## src/rtl/mem_port_arbiter.sv

```systemverilog
// Arbiter sharing one single-port, 1-cycle-latency memory between the
// instruction-fetch port (read-only) and the data port (read/write).
// Data has fixed priority; a starvation counter lets fetch win one cycle
// after STARVE_LIMIT consecutive denials.
module mem_port_arbiter #(
    parameter int unsigned ALEN         = 32,
    parameter int unsigned XLEN         = 32,
    parameter int unsigned STARVE_LIMIT = 4
) (
    input  logic            clk,
    input  logic            rst,
    // Fetch port
    input  logic            i_req,
    input  logic [ALEN-1:0] i_addr,
    output logic            i_gnt,
    output logic            i_rvalid,
    output logic [XLEN-1:0] i_rdata,
    // Data port
    input  logic            d_req,
    input  logic            d_we,
    input  logic [ALEN-1:0] d_addr,
    input  logic [XLEN-1:0] d_wdata,
    input  logic [3:0]      d_be,
    output logic            d_gnt,
    output logic            d_rvalid,
    output logic [XLEN-1:0] d_rdata,
    // Memory port
    output logic            m_en,
    output logic            m_we,
    output logic [ALEN-1:0] m_addr,
    output logic [XLEN-1:0] m_wdata,
    output logic [3:0]      m_be,
    input  logic [XLEN-1:0] m_rdata
);

    typedef enum logic [1:0] {OwnNone, OwnInstr, OwnData} owner_e;

    owner_e          owner_q, owner_d;
    logic [3:0]      cnt_q, cnt_d;
    logic [XLEN-1:0] i_hold_q, d_hold_q;
    logic            starve;

    // Same-cycle grant decision; reset suppresses all grants.
    always_comb begin
        starve = (cnt_q == 4'(STARVE_LIMIT));
        d_gnt  = ~rst & d_req & ~(i_req & starve);
        i_gnt  = ~rst & i_req & ~d_gnt;
    end

    // Steer the granted requester onto the memory port; zeros when idle.
    always_comb begin
        m_en    = i_gnt | d_gnt;
        m_we    = 1'b0;
        m_addr  = '0;
        m_wdata = '0;
        m_be    = 4'b0000;
        if (d_gnt) begin
            m_addr  = d_addr;
            m_we    = d_we;
            m_wdata = d_wdata;
            m_be    = d_we ? d_be : 4'b1111;
        end else if (i_gnt) begin
            m_addr = i_addr;
            m_be   = 4'b1111;
        end
    end

    // Next response owner and starvation counter.
    always_comb begin
        owner_d = OwnNone;
        if (i_gnt) begin
            owner_d = OwnInstr;
        end else if (d_gnt && !d_we) begin
            owner_d = OwnData;
        end

        cnt_d = cnt_q;
        if (i_gnt || !i_req) begin
            cnt_d = 4'd0;
        end else if (d_gnt && (cnt_q != 4'(STARVE_LIMIT))) begin
            cnt_d = cnt_q + 4'd1;
        end
    end

    // State registers; synchronous reset drops any in-flight response.
    always_ff @(posedge clk) begin
        if (rst) begin
            owner_q  <= OwnNone;
            cnt_q    <= 4'd0;
            i_hold_q <= '0;
            d_hold_q <= '0;
        end else begin
            owner_q <= owner_d;
            cnt_q   <= cnt_d;
            if (i_rvalid) begin
                i_hold_q <= m_rdata;
            end
            if (d_rvalid) begin
                d_hold_q <= m_rdata;
            end
        end
    end

    // Read data passes through on the response cycle, otherwise holds the last value.
    always_comb begin
        i_rvalid = (owner_q == OwnInstr);
        d_rvalid = (owner_q == OwnData);
        i_rdata  = i_rvalid ? m_rdata : i_hold_q;
        d_rdata  = d_rvalid ? m_rdata : d_hold_q;
    end

endmodule

```

## config.mk

```make
export PLATFORM = sky130hd
export DESIGN_NAME = mem_port_arbiter
export DESIGN_NICKNAME = d
export VERILOG_FILES = /design/src/rtl/mem_port_arbiter.sv
export SDC_FILE = /design/constraint.sdc
export NUM_CORES = 1
export LEC_CHECK = 0
export BUFFER_PORTS_ARGS = -buffer_cell sky130_fd_sc_hd__buf_4
export CORE_AREA = 2 2 106 108
export CTS_CLUSTER_SIZE = 14
export DETAILED_ROUTE_END_ITERATION = 16
export DIE_AREA = 0 0 108 110
export PLACE_DENSITY = 0.69
export SLEW_MARGIN = 20
export SYNTH_ARGS = -nofsm -noshare
export SYNTH_HDL_FRONTEND = slang
export SYNTH_SLANG_ARGS = --single-unit
```

## constraint.sdc

```tcl
create_clock -name clk -period 4.3 [get_ports clk]
set_clock_uncertainty 0.1 [all_clocks]
set_input_delay 0.86 -clock clk [delete_from_list [all_inputs] [get_ports clk]]
set_output_delay 0.86 -clock clk [all_outputs]
set_load 0.02 [all_outputs]
```

==> metrics.txt, run 1 <==
Max stage delay on crit path 0.64 ns; normalized max-slew margin 39.17%; first-pass iteration count of the detailed router 4; CTS Hold Bufs 0; Syn Inst Count 323; Tmin final 3.399 ns; clock sink count 70; Fin Setup TNS 0 ns; #FFs+latches synth 70; CTS tree done; CTS H-tree lvls 3; Buffers on Ports 274; initial core utilization 32.88%; Reg area 1401 um2; largest net degree at the start of global routing 66; endpoints failing setup 0; Tot GR Track Use 19.74%; Seq/Total Area, Yosys 39.84%; Hold Crit Class flip-flop to flip-flop; Fin. Hold Viols 0; DP Area 5614 um2; total power 1.645 mW; placed cell count 715; worst-path fanout max 20; outcome finished clean; row count 38; CTS Buf Count 9; worst vdd ir 0.1589 mV; Worst EP required 3.34 ns; fillcell total 1018; max-slew violation count 0; first-pass GRT wire length 17550 um; Hold WS 0.4038 ns; f_max 294.2 MHz; post-synthesis cell area 3517 um2; Multi-input gate area 1897 um2; Antenna Cells 0; slowest CP cell a21oi_2; CP Cell Sequence buf_4, nand2b_1, a21oi_2, buf_12, a22o_1, buf_4; final instance area 5816 um2; Die H 110 um; post-route worst setup slack 0.9011 ns; RSZ-0062 raised after global routing no; drt total wl 12420 um; number of vias per cell 4.561; max-cap violations 0; syn_area_per_cell 10.89 um2; Startpoint Class input port; Root Driver clkbuf_8; Skew-Pair Late Insertion Delay 0.34 ns; DRC Markers 0; drt wl/cell 16.99 um; initial antenna violation count 0; I/O pin cnt 275; period utilization 79.05%; Crit path top cell by count buf_4; syn_nets 462; GPL Wtd Cong 0.8244; Place WS 0.9438 ns; Starting DRT DRC Count 148; LEAKAGE 2.983 nW; Slew @ Worst Pin 0.9125 ns; non-filler instance count after layout 731; maximum root-to-sink buffer count 2; ANT nets after route 0; post-CTS resize count 0; Synthesis Warnings 0; Crit path arrival time 2.44 ns; CTS clk-pin slew, worst paths 0.07 ns; Final Util 54.36%; DP HPWL 10080 um; final net count 725; Worst Setup End Kind primary output; Die Area 11880 um2; width of the die 108 um; vias in the first global route 3207; Setup Buffers After CTS 0; delay-heaviest family, CP compound AO/OA/AOI/OAI gates; type of the worst setup path input port to primary output; layout cell share with drive strength beyond 1 57.53%; Cell variety after synth 26; CP bufs+invs 3; DR vias 3334; synth-to-layout area growth 65.35%; Core Box Area 10700 um2; Remaining Overflow, GRT 0; Pwr Density 282.9 nW/um2
[synth_stat cells (all sizes together)]
cell / instances / share of area, %
buf: 17 / 4.4
dfxtp: 70 / 40
a31oi: 4 / 0.71
a21oi: 2 / 0.39
nand3: 1 / 0.14
ha: 2 / 0.71
o211a: 1 / 0.28
nor2b: 2 / 0.36
nand3b: 1 / 0.57
nand2b: 2 / 0.36
mux2: 64 / 24
and2: 97 / 17
xor2: 1 / 0.25
xnor2: 1 / 0.25
a22o: 32 / 8.0
clkinv: 1 / 0.11
nor3: 4 / 0.57
o21ai: 1 / 0.14
clkbuf: 9 / 0.96
inv: 10 / 1.1
nand2: 1 / 0.11
[logic make-up after synthesis]
group                      count (synthesis)  synth area share [%]
buffers and inverters                     37                 6.510
and+or+nand+nor                          108                 19.35
AOI/OAI and AO/OA                         40                 9.498
muxes                                     64                 23.59
xor gates and xnor gates                   2                0.4981
adders and majority gates                  2                0.7114
DFF                                       70                 39.84
[area by class of cell]
type | count | share of cell area [%]
multi-input combinational | 216 | 32.62
inverter | 11 | 0.7100
tap | 140 | 3.012
clock buffer | 13 | 2.732
sequential | 70 | 24.10
timing repair buffer | 278 | 36.10
clock inverter | 3 | 0.7315
[layer usage]
metal | share of wire, % | vias to the layer above | global-route usage, %
li1 | - | 1613 | -
met1 | 37 | 1551 | 20.96
met2 | 51 | 156 | 35.49
met3 | 9.8 | 14 | 7.819
met4 | 1.7 | 0 | 7.143
met5 | 0 | - | 0
[flip-flops by register name, summed over array words and instances (netlist names)]
| name | flops |
|---|---|
| owner_q | 2 |
| i_hold_q | 32 |
| d_hold_q | 32 |
| cnt_q | 4 |
[where the power goes]
part	internal, mW	switching, mW
sequential	0.669	0.00547
clock	0.299	0.233
combinational	0.231	0.208
[final timing paths]
| check | start | to | slack, ns | cells past startpoint |
|---|---|---|---|---|
| hold / removal | cnt_q[0] | cnt_q[0] | 0.40 | 1 |
| setup reg to reg | cnt_q[0] | owner_q[1] | 2.23 | 6 |
| hold reg to reg | cnt_q[0] | cnt_q[0] | 0.40 | 1 |
| setup / recovery | rst | m_addr[20] | 0.90 | 6 |
[cells in the final DEF (no fill, tap or decap), drive strengths merged]
master and count:
buf 278, and2 97, dfxtp 70, mux2 64
a22o 32, clkbuf 13, inv 10, a31oi 4
nor3 4, ha 2, nor2b 2, nand2b 2
clkinv 2, a21oi 2, nand3b 1, o211a 1
o21ai 1, nand2 1, xnor2 1, nand3 1
xor2 1, clkinvlp 1, bufinv 1
No activity file was read; power rests on OpenSTA's default activity.
==> inputs of run 2 (changes only) <==
Settings changed: CORE_AREA 2 2 106 108 to 2 2 105 107, DIE_AREA 0 0 108 110 to 0 0 107 109, PLACE_DENSITY 0.69 to 0.72.
Clock period 4.3 ns to 2.8 ns, I/O delays scaled along.
==> run 2 against run 1 <==
Compared with the run above:
- routed wire length shrank 2.8%
- die area down 1.8%
- clock power grew 85%
- worst hold slack got worse by 0.071 ns
- setup slack got worse by 0.72 ns
- combinational power is 54% higher
- final area grew 1.3%
- sequential power is 54% higher
- via count hardly changed
- first-iteration DRC count up 20%
- sequential share of layout area is 0.31 points lower
- global-route usage fell by 0.23 points
- critical endpoint is now m_addr[11]
- largest cell class unchanged
==> metrics.txt, run 2 (same netlist as run 1, synthesis figures left out) <==
RSZ-0062 raised after global routing no (unchanged); row count 38 (unchanged); Slew @ Worst Pin 0.4807 ns (was 0.9125 ns); post-CTS resize count 0 (unchanged); maximum root-to-sink buffer count 2 (unchanged); width of the die 107 um (was 108 um); f_max 382.3 MHz; Skew-Pair Late Insertion Delay 0.33 ns (was 0.34 ns); number of vias per cell 4.545 (was 4.561); DR vias 3336 (was 3334); Reg area 1401 um2 (unchanged); Die Area 11660 um2 (was 11880 um2); top flop regs d_hold_q: 32 flops, i_hold_q: 32 flops, cnt_q: 4 flops (unchanged); DP HPWL 9734 um (was 10080 um); max-slew violation count 0 (unchanged); Worst EP required 2.14 ns (was 3.34 ns); CTS Buf Count 9 (unchanged); vias in the first global route 3243 (was 3207); type of the worst setup path flip-flop to primary output (was input port to primary output); Sw Pwr 0.6968 mW (was 0.4462 mW); first-pass GRT wire length 17260 um (was 17550 um); synth-to-layout area growth 67.48% (was 65.35%); Buffers on Ports 274 (unchanged); drt wl/cell 16.45 um (was 16.99 um); LEAKAGE 3.026 nW (was 2.983 nW); CTS tree done (unchanged); largest net degree at the start of global routing 72 (was 66); Remaining Overflow, GRT 0 (unchanged); first-pass iteration count of the detailed router 4 (unchanged); internal cell power 1.999 mW (was 1.199 mW); worst-path fanout max 71 (was 20); CTS H-tree lvls 3 (unchanged); final net count 727 (was 725); Pwr Density 457.7 nW/um2 (was 282.9 nW/um2); Hold Crit Class input port to flip-flop (was flip-flop to flip-flop); switching part of the total 25.85% (was 27.12%); CTS Hold Bufs 0 (unchanged); Core Box Area 10600 um2 (was 10700 um2); leading cell type in the layout, fill and taps excluded buf_4 (unchanged); CTS clk-pin slew, worst paths 0.07 ns (about the same); outcome finished clean (unchanged); clock sink count 70 (unchanged); layout cell share with drive strength beyond 1 58.01% (was 57.53%); GPL Wtd Cong 0.8553 (was 0.8244); Tmin final 2.616 ns; Fin Setup TNS 0 ns (unchanged); ANT nets after route 0 (unchanged); Fin. Hold Viols 0 (unchanged); Multi-input gate area 1897 um2 (unchanged); Setup Buffers After CTS 0 (unchanged); clock share of power 36.5% (was 32.3%); period utilization 93.43%; drt total wl 12080 um (was 12420 um); commonest non-fill, non-tap cells in the layout buf_4, and2_1, dfxtp_1 (unchanged); DRC Markers 0 (unchanged); normalized max-slew margin 67.96% (was 39.17%); fillcell total 953 (was 1018); worst vdd ir 0.2773 mV (was 0.1589 mV); Root Driver clkbuf_8 (unchanged); max-cap violations 0 (unchanged); Tot GR Track Use 19.51% (was 19.74%); Die H 109 um (was 110 um); Startpoint Class flip-flop (was input port); I/O pin cnt 275 (unchanged); Crit path arrival time 1.96 ns (was 2.44 ns); Sequential Power Share 38.4% (was 41.0%); initial core utilization 33.17% (was 32.88%); Combinational Power Share 25.0% (was 26.7%); Starting DRT DRC Count 178 (was 148); endpoints failing setup 0 (unchanged); Final Util 55.56% (was 54.36%); Worst Setup End Kind primary output (unchanged); initial antenna violation count 1 (was 0)
-- run 2: path summary, 6_finish.rpt --
check             slack (ns)       start  cells past startpoint           end
setup / recovery        0.18    cnt_q[0]                      7    m_addr[11]
setup reg to reg        1.12  owner_q[0]                      4  d_hold_q[11]
hold reg to reg         0.40    cnt_q[0]                      1      cnt_q[0]
hold / removal          0.33        d_we                      2    owner_q[1]
-- run 2: metal layers --
layer  track usage [%]  share of wire [%]  routed length, um  vias up
li1                  -                  -                  -     1622
met1             21.60                 38               4544     1527
met2             33.26                 50               6018      167
met3             7.591                 10               1223       20
met4             8.720                2.4                291        0
met5                 0                  0                  0        -
-- run 2: per-stage QoR --
step                      instance area [um2]  power, mW  instances  worst slack, ns  hold WS [ns]
final                                    5891      2.696        734           0.1840        0.3323
after floorplan                          3517      1.391        323           0.5484        0.3534
after CTS                                5888      2.729        733           0.1723        0.3184
after detailed placement                 5642      1.740        717           0.4188        0.3818
after global placement                   5642      1.730        717           0.4850        0.3779
after global routing                     5891      2.817        734          0.07519        0.3317
-- run 2: cell type report --
cell class / instances / area share (%)
timing repair buffer: 280 / 36.11
multi-input combinational: 216 / 32.20
sequential: 70 / 23.79
tap: 140 / 2.974
clock buffer: 10 / 2.336
clock inverter: 6 / 1.848
inverter: 11 / 0.7009
antenna: 1 / 0.04248
-- run 2: worst max-delay path, cell delays in order (launching register included) --
cell	delay, ns
dfxtp_1	0.34
inv_1	0.06
ha_1	0.19
nand3b_4	0.11
o211a_2	0.27
buf_12	0.19
a22o_1	0.27
buf_4	0.16
-- run 2: power by group through the flow --
stage / logic, mW / registers [mW] / clock network [mW]
after floorplan: 0.335 / 1.06 / 0
after global placement: 0.672 / 1.06 / 0
after detailed placement: 0.681 / 1.06 / 0
after CTS: 0.682 / 1.04 / 1.01
after global routing: 0.716 / 1.04 / 1.06
final: 0.675 / 1.04 / 0.985
